<file path="config.mk">
export PLATFORM = sky130hd
export DESIGN_NAME = pipe_hazard_ctrl
export DESIGN_NICKNAME = d
export VERILOG_FILES = /design/src/rtl/pipe_hazard_ctrl.sv
export SDC_FILE = /design/constraint.sdc
export NUM_CORES = 1
export LEC_CHECK = 0
export ABC_AREA = 1
export BUFFER_PORTS_ARGS = -buffer_cell sky130_fd_sc_hd__buf_2
export CAP_MARGIN = 20
export CORE_AREA = 2 2 122 124
export DETAILED_ROUTE_END_ITERATION = 10
export DIE_AREA = 0 0 124 126
export PLACE_DENSITY_LB_ADDON = 0.05
export SYNTH_ARGS = -nofsm -noshare
export SYNTH_HDL_FRONTEND = slang
export SYNTH_SLANG_ARGS = --single-unit
</file>
<file path="constraint.sdc">
create_clock -name clk -period 6.1 [get_ports clk]
set_input_delay 1.22 -clock clk [delete_from_list [all_inputs] [get_ports clk]]
set_output_delay 1.22 -clock clk [all_outputs]
set_load 0.01 [all_outputs]
</file>
<file path="src/rtl/pipe_hazard_ctrl.sv">
// Stall/flush controller for an N-stage in-order pipeline.
// Merges per-stage stall requests into a prefix stall vector, derives the bubble vector,
// runs a timed flush sequence with a latched redirect PC, watches for stuck stalls and
// keeps stall/flush performance counters.
module pipe_hazard_ctrl #(
    parameter int unsigned N_STAGES     = 6,
    parameter int unsigned PC_W         = 32,
    parameter int unsigned CNT_W        = 32,
    parameter int unsigned FLUSH_CYCLES = 1,
    parameter int unsigned WDOG_CYCLES  = 1024
) (
    input  logic                clk,
    input  logic                rst,
    input  logic [N_STAGES-1:0] stallreq_i,
    input  logic                flush_req_i,
    input  logic [PC_W-1:0]     flush_pc_i,
    output logic [N_STAGES-1:0] stall_o,
    output logic [N_STAGES-1:0] bubble_o,
    output logic                flush_o,
    output logic [PC_W-1:0]     new_pc_o,
    output logic [CNT_W-1:0]    stall_cnt_o,
    output logic [CNT_W-1:0]    flush_cnt_o,
    output logic                wdog_err_o,
    input  logic                wdog_clr_i
);

    localparam int unsigned FW = $clog2(FLUSH_CYCLES + 1);
    localparam int unsigned WW = $clog2(WDOG_CYCLES + 1);
    localparam logic [FW-1:0] FlushLoad = FW'(FLUSH_CYCLES);
    localparam logic [FW-1:0] FlushOne  = FW'(1);
    localparam logic [WW-1:0] WdogLimit = WW'(WDOG_CYCLES);
    localparam logic [WW-1:0] WdogOne   = WW'(1);
    localparam logic [CNT_W-1:0] CntOne = CNT_W'(1);

    typedef enum logic {StIdle, StFlush} state_e;

    state_e             state_q, state_d;
    logic [FW-1:0]      fcnt_q, fcnt_d;
    logic [PC_W-1:0]    pc_q, pc_d;
    logic [CNT_W-1:0]   stall_cnt_q, stall_cnt_d;
    logic [CNT_W-1:0]   flush_cnt_q, flush_cnt_d;
    logic [WW-1:0]      wd_q, wd_d;
    logic               err_q, err_d;
    logic [N_STAGES-1:0] merged;

    // Prefix merge: stage k stalls if it or any later stage requests a stall.
    always_comb begin
        merged = '0;
        for (int k = 0; k < N_STAGES; k++) begin
            merged[k] = |(stallreq_i >> k);
        end
    end

    // Stall only applies in IDLE; reset forces every output low even with live inputs.
    always_comb begin
        stall_o  = (state_q == StIdle && !rst) ? merged : '0;
        bubble_o = (stall_o << 1) & ~stall_o;
        flush_o  = (state_q == StFlush);
        new_pc_o = pc_q;
        stall_cnt_o = stall_cnt_q;
        flush_cnt_o = flush_cnt_q;
        wdog_err_o  = err_q;
    end

    // Flush FSM next state; a request in FLUSH relatches the PC and restarts the hold.
    always_comb begin
        state_d = state_q;
        fcnt_d  = fcnt_q;
        pc_d    = pc_q;
        unique case (state_q)
            StIdle: begin
                if (flush_req_i) begin
                    state_d = StFlush;
                    fcnt_d  = FlushLoad;
                    pc_d    = flush_pc_i;
                end
            end
            StFlush: begin
                if (flush_req_i) begin
                    fcnt_d = FlushLoad;
                    pc_d   = flush_pc_i;
                end else if (fcnt_q == FlushOne) begin
                    state_d = StIdle;
                    fcnt_d  = '0;
                end else begin
                    fcnt_d = fcnt_q - FlushOne;
                end
            end
            default: state_d = StIdle;
        endcase
    end

    // Performance counters and watchdog next state; clear beats a same-cycle set.
    always_comb begin
        stall_cnt_d = stall_o[0] ? stall_cnt_q + CntOne : stall_cnt_q;
        flush_cnt_d = flush_req_i ? flush_cnt_q + CntOne : flush_cnt_q;
        wd_d  = wd_q;
        err_d = err_q;
        if (wdog_clr_i) begin
            wd_d  = '0;
            err_d = 1'b0;
        end else if (stall_o != '0) begin
            wd_d  = (wd_q == WdogLimit) ? wd_q : wd_q + WdogOne;
            err_d = err_q | (wd_d == WdogLimit);
        end else begin
            wd_d = '0;
        end
    end

    // State registers with asynchronous reset.
    always_ff @(posedge clk or posedge rst) begin
        if (rst) begin
            state_q     <= StIdle;
            fcnt_q      <= '0;
            pc_q        <= '0;
            stall_cnt_q <= '0;
            flush_cnt_q <= '0;
            wd_q        <= '0;
            err_q       <= 1'b0;
        end else begin
            state_q     <= state_d;
            fcnt_q      <= fcnt_d;
            pc_q        <= pc_d;
            stall_cnt_q <= stall_cnt_d;
            flush_cnt_q <= flush_cnt_d;
            wd_q        <= wd_d;
            err_q       <= err_d;
        end
    end

endmodule

</file>
-- Yosys cells after proc, flatten, opt, wreduce, memory -nomap -nowiden
Index checks and enable logic that the tools add are counted.
- flip-flop bits (word level): 110
- input port bits: 42
- output and inout port bits: 110
- add/subtract/negate cells: 4
- eq/ne operators: 3
- multiplexer cells: 15
- bitwise operators: 4
- reductions and logical operators: 9
- operators by type and width (kind ; number):
    $add A32 B1 Y32 const B ; 2
    $mux W11 ; 3
    $mux W32 ; 1
    $eq A11 B11 Y1 const B ; 2
    $add A11 B1 Y11 const B ; 1
    $mux W1 ; 8
    $and A6 B6 Y6 ; 1
    $mux W6 ; 1
    $not A6 Y6 ; 1
    $reduce_bool A6 Y1 ; 1
    $reduce_or A6 Y1 ; 1
    $reduce_or A5 Y1 ; 1
    $pmux W1 S2 ; 2
    $reduce_or A4 Y1 ; 1
    $reduce_or A3 Y1 ; 1
    $ne A2 B2 Y1 const B ; 1
    $reduce_bool A2 Y1 ; 1
    $reduce_or A2 Y1 ; 1
    $logic_and A1 B1 Y1 ; 1
    $logic_not A1 Y1 ; 1
    $not A1 Y1 ; 1
    $or A1 B1 Y1 ; 1
    $sub A1 B1 Y1 const B ; 1

-- Longest topological paths before layout
- depth in word-level cells: 6
- mapped depth: 12
- depth with buffers taken out: 12

-- Least setup slack after synthesis
OpenSTA, ideal clock, no wires.
- kind: input port to output port
- start point: input stallreq_i[5]
- end point: output bubble_o[2]
- arrival time: 2.243 ns
- required time: 4.880 ns
- setup slack: 2.637 ns
- stages on the path: 7
- path buffers: 0
- cells stage by stage: nor2_1 > nor2_1 > a21oi_1 > inv_1 > a21oi_2 > inv_1 > nor3_1
- longest elaborated chain between the ends: 4
- elaborated cells between the ends (all ways): 5
- those cells by class: mux (1); bitwise (2); reduce/logical (2)
- ends and longest elaborated chain (what ; line ; RTL):
    start: declaration ; 14 ; input logic [N_STAGES-1:0] stallreq_i,
    $reduce_or A4 Y1 ; 50 ; merged[k] = |(stallreq_i >> k);
    $mux W6 ; 56 ; stall_o = (state_q == StIdle && !rst) ? merged : '0;
    named net stall_o[2] ; 17 ; output logic [N_STAGES-1:0] stall_o,
    $not A6 Y6 ; 57 ; bubble_o = (stall_o << 1) & ~stall_o;
    $and A6 B6 Y6 ; 57 ;
    end: declaration ; 18 ; output logic [N_STAGES-1:0] bubble_o,
The timed path passes the listed nets, and every way through them passes these cells.

-- Worst setup path in the final report
- start point: input rst
- end point: output bubble_o[2]
- longest elaborated chain between the ends: 5
- ends and longest elaborated chain (what ; line ; RTL):
    start: declaration ; 13 ; input logic rst,
    $logic_not A1 Y1 (no source line) * ; - ;
    $logic_and A1 B1 Y1 * ; 56 ;
    $mux W6 * ; 56 ;
    $not A6 Y6 ; 57 ;
    $and A6 B6 Y6 * ; 57 ;
Mark *: on every way between the ends. The rest lies on a longest branch, timed or not.

==> flow_results.xml <==
<?xml version="1.0" encoding="UTF-8"?>
<metrics>
  <group name="outcome">
    <metric name="status" unit="">completed</metric>
  </group>
  <group name="sta">
    <metric name="hold_viol" unit="">0</metric>
    <metric name="finalSetupViolations" unit="">0</metric>
    <metric name="min_period" unit="ns">3.55</metric>
    <metric name="slew-limit-headroom" unit="%">44.4</metric>
    <metric name="setup_repair_after_global_routing_missed_its_margin" unit="">false</metric>
    <metric name="worstMarginPinSlew" unit="ns">0.834</metric>
    <metric name="clock.fmax" unit="MHz">281</metric>
    <metric name="timing.final.crit_share" unit="%">58.3</metric>
    <metric name="final-max-slew-violation-count" unit="">0</metric>
    <metric name="fin_tns_setup" unit="ns">0</metric>
    <metric name="clock-skew-final" unit="ns">0.00767</metric>
  </group>
  <group name="cells_and_area">
    <metric name="net_count_final" unit="">831</metric>
    <metric name="num-fill-cells" unit="">1477</metric>
    <metric name="utilization" unit="%">45.9</metric>
    <metric name="fraction_of_layout_instances_using_a_drive_strength_above_1" unit="%">25.0</metric>
    <metric name="synthToLayoutAreaGrowth" unit="%">23.6</metric>
    <metric name="finish.instance_area" unit="um^2">6570</metric>
    <metric name="multiInputGateArea" unit="um^2">2280</metric>
    <metric name="finalNonFillerCells" unit="">973</metric>
    <metric name="diodes" unit="">0</metric>
    <metric name="sequential_cell_area" unit="um^2">2750</metric>
  </group>
  <group name="cts">
    <metric name="clk_transition_reported_paths" unit="ns">0.07</metric>
    <metric name="cts_max_path_buffers" unit="">2</metric>
    <metric name="post_cts_hold_buffer_count" unit="">0</metric>
    <metric name="clock_tree_from_tritoncts" unit="">yes</metric>
    <metric name="cts_repair_resize_count" unit="">0</metric>
    <metric name="post_cts.repair.setup_buffers" unit="">0</metric>
    <metric name="number_of_cts_inserted_buffers" unit="">9</metric>
    <metric name="clock_insertion_delay_worst_skew" unit="ns">0.35</metric>
    <metric name="numClockSinks" unit="">110</metric>
    <metric name="htree_levels" unit="">3</metric>
    <metric name="cts_root_buf" unit="">clkbuf_16</metric>
  </group>
  <group name="placement">
    <metric name="buffers_added_on_ports" unit="">150</metric>
    <metric name="placed_cell_area" unit="um^2">6260</metric>
    <metric name="number_of_instances_in_the_placed_design" unit="">958</metric>
    <metric name="gpl.final_weighted_congestion" unit="">0.821</metric>
    <metric name="detailed_place_hpwl" unit="um">9590</metric>
  </group>
  <group name="floorplan">
    <metric name="design.portCount" unit="">152</metric>
    <metric name="floorplan.die.width" unit="um">124</metric>
    <metric name="floorplan_core_area" unit="um^2">14300</metric>
    <metric name="rows" unit="">44</metric>
    <metric name="starting_density_of_the_core" unit="%">37.1</metric>
    <metric name="die_area" unit="um^2">15600</metric>
    <metric name="die-height" unit="um">126</metric>
  </group>
  <group name="drt">
    <metric name="route.detailed.drc" unit="">0</metric>
    <metric name="per_cell_via_count_in_the_routed_design" unit="">4.57</metric>
    <metric name="wire_length_per_cell_after_detailed_routing" unit="um">13.1</metric>
    <metric name="ant_nets" unit="">0</metric>
    <metric name="detail_route.iter0.violations" unit="">172</metric>
    <metric name="detailedRoute.firstPassIterationCount" unit="">4</metric>
    <metric name="detail_route.wirelength" unit="um">12700</metric>
    <metric name="total_via_count_after_detailed_routing" unit="">4445</metric>
  </group>
  <group name="power_and_ir_drop">
    <metric name="clock_power_share" unit="%">35.6</metric>
    <metric name="power.share.sequential" unit="%">49.3</metric>
    <metric name="report.power.total" unit="mW">1.76</metric>
    <metric name="p_sw_share" unit="%">28.4</metric>
    <metric name="comb_power_share" unit="%">15.1</metric>
    <metric name="p_leak" unit="nW">3.54</metric>
    <metric name="power.density_cell_area" unit="nW/um^2">267</metric>
    <metric name="net_sw_power" unit="mW">0.498</metric>
    <metric name="worst_ir_drop_vdd" unit="mV">0.157</metric>
    <metric name="intPower" unit="mW">1.26</metric>
  </group>
  <group name="critical_path">
    <metric name="reg2reg_to" unit="">wdog_err_o</metric>
    <metric name="r2r.worst_path.cells" unit="">7</metric>
    <metric name="start_kind" unit="">primary input</metric>
    <metric name="timing.critical_path.from" unit="">rst</metric>
    <metric name="ff2ff_setup_slack" unit="ns">4.23</metric>
    <metric name="critical_path.max_fanout" unit="">5</metric>
    <metric name="crit_path_end_kind" unit="">primary output</metric>
    <metric name="r2r_start" unit="">flush_o</metric>
    <metric name="crit_arrival" unit="ns">2.33</metric>
    <metric name="timing.critical_path.required" unit="ns">4.88</metric>
    <metric name="timing_worst_setup_path_type" unit="">in2out</metric>
  </group>
  <group name="synthesis">
    <metric name="synth_top_area_share" unit="%">51.8</metric>
    <metric name="ys.warnings.count" unit="">0</metric>
    <metric name="yosys_register_bits" unit="">110</metric>
    <metric name="synth_area_leaders" unit="">dfrtp_1 (52%), nand2_1 (15%), xor2_1 (5.6%)</metric>
    <metric name="asyncSetResetFlopFracSynth" unit="%">100</metric>
    <metric name="synth.most_common_cell" unit="">nand2_1</metric>
    <metric name="syn-mean-instance-area" unit="um^2">8.39</metric>
    <metric name="synth_top_cell_by_area" unit="">dfrtp_1</metric>
    <metric name="synth.distinct_cells" unit="">30</metric>
    <metric name="synth_enable_flop_cells" unit="">0</metric>
    <metric name="post_synth_net_total" unit="">679</metric>
    <metric name="synth_sequential_area_ratio" unit="%">51.8</metric>
    <metric name="synthTopCellsByCount" unit="">nand2_1 (212), dfrtp_1 (110), nor2_1 (64)</metric>
    <metric name="synthesis.area" unit="um^2">5310</metric>
    <metric name="post_synth_inst_count" unit="">633</metric>
    <metric name="synth_top_flop_cell" unit="">dfrtp_1</metric>
  </group>
  <group name="global_route">
    <metric name="grt_start_max_net_pins" unit="">68</metric>
    <metric name="vias_in_the_first_global_route" unit="">4356</metric>
    <metric name="grt_pass1_wl" unit="um">20800</metric>
    <metric name="grtUsageTotal" unit="%">16.9</metric>
    <metric name="gr-total-overflow" unit="">0</metric>
    <metric name="initial_antenna_violation_count" unit="">0</metric>
  </group>
  <group name="hold_path">
    <metric name="timing.hold.worst.class" unit="">reg2reg</metric>
    <metric name="min_delay_worst_endpoint" unit="">new_pc_o[16]</metric>
    <metric name="hold_path_startpoint" unit="">new_pc_o[16]</metric>
    <metric name="worstHoldPathCells" unit="">2</metric>
  </group>
  <group name="run">
    <metric name="maxCapViolations" unit="">0</metric>
  </group>
</metrics>
==> layout make-up <==
| class | instances | area share, % |
|---|---|---|
| clock buffers | 9 | 3.43 |
| clock inverters | 6 | 1.33 |
| inverters | 61 | 3.52 |
| multi-input cells | 452 | 34.8 |
| flip-flops and latches | 110 | 41.9 |
| well taps | 184 | 3.50 |
| repair buffers | 151 | 11.5 |
==> kinds of logic after synthesis <==
family                     count (synthesis)  share of synthesized area, %
other                                      1                        0.0706
and+or+nand+nor                          373                          30.5
adders and majority gates                  4                         0.942
buffers and inverters                     71                          5.20
xor gates and xnor gates                  62                          10.2
AOI/OAI and AO/OA                         12                          1.25
DFF                                      110                          51.8
==> state kept, by name, indices dropped and copies added, names as in the netlist <==
name         cells
fcnt_q           1
wd_q            11
flush_o          1
flush_cnt_o     32
stall_cnt_o     32
new_pc_o        32
wdog_err_o       1
==> worst max-delay path by stage <==
| stage | end | cells past startpoint |
|---|---|---|
| 6_report | bubble_o[2] | 10 |
| 5_1_grt | bubble_o[2] | 10 |
| 4_1_cts | bubble_o[2] | 10 |
| 3_5_place_dp | bubble_o[2] | 10 |
| 3_3_place_gp | bubble_o[2] | 10 |
| 2_1_floorplan | fcnt_q | 1 |
==> power by group through the flow <==
| stage | Combinational [mW] | Sequential [mW] | Clock (mW) |
|---|---|---|---|
| 2_1_floorplan | 0.126 | 0.899 | 0 |
| 3_3_place_gp | 0.268 | 0.879 | 0 |
| 3_5_place_dp | 0.271 | 0.879 | 0 |
| 4_1_cts | 0.272 | 0.866 | 0.646 |
| 5_1_grt | 0.303 | 0.877 | 0.673 |
| 6_report | 0.265 | 0.865 | 0.625 |
==> layout by cell type, fill, tap and decap left out, types with 4 or more instances in the layout <==
| master | instances |
|---|---|
| a21oi_1 | 4 |
| buf_2 | 150 |
| clkbuf_16 | 9 |
| dfrtp_1 | 110 |
| ha_1 | 4 |
| inv_1 | 57 |
| nand2_1 | 212 |
| nand2_2 | 7 |
| nand3_1 | 30 |
| nand4_1 | 16 |
| nor2_1 | 64 |
| nor2_2 | 12 |
| nor3_1 | 15 |
| nor4_1 | 5 |
| o21ai_0 | 5 |
| xnor2_1 | 28 |
| xor2_1 | 34 |
==> metrics by stage <==
stage,hold slack [ns],setup slack (ns)
floorplan,0.491,1.98
global placement,0.452,2.59
detailed placement,0.453,2.54
CTS,0.471,2.52
global route,0.494,2.40
finish,0.468,2.55
==> per-layer routing <==
layer / part of all wire, % / GRT usage (%)
met5: 0 / 0
met4: 1.5 / 6.01
met3: 4.6 / 3.03
met2: 47 / 26.8
met1: 47 / 23.3
==> worst max-delay path: stages <==
cell and delay, ns:
buf_2 0.14, nor2_4 0.07, inv_1 0.13, nor2_1 0.07
a21oi_1 0.12, inv_1 0.08, a21oi_2 0.15, inv_1 0.07
nor3_1 0.13, buf_2 0.15
Power figures use the tool's default switching activity.
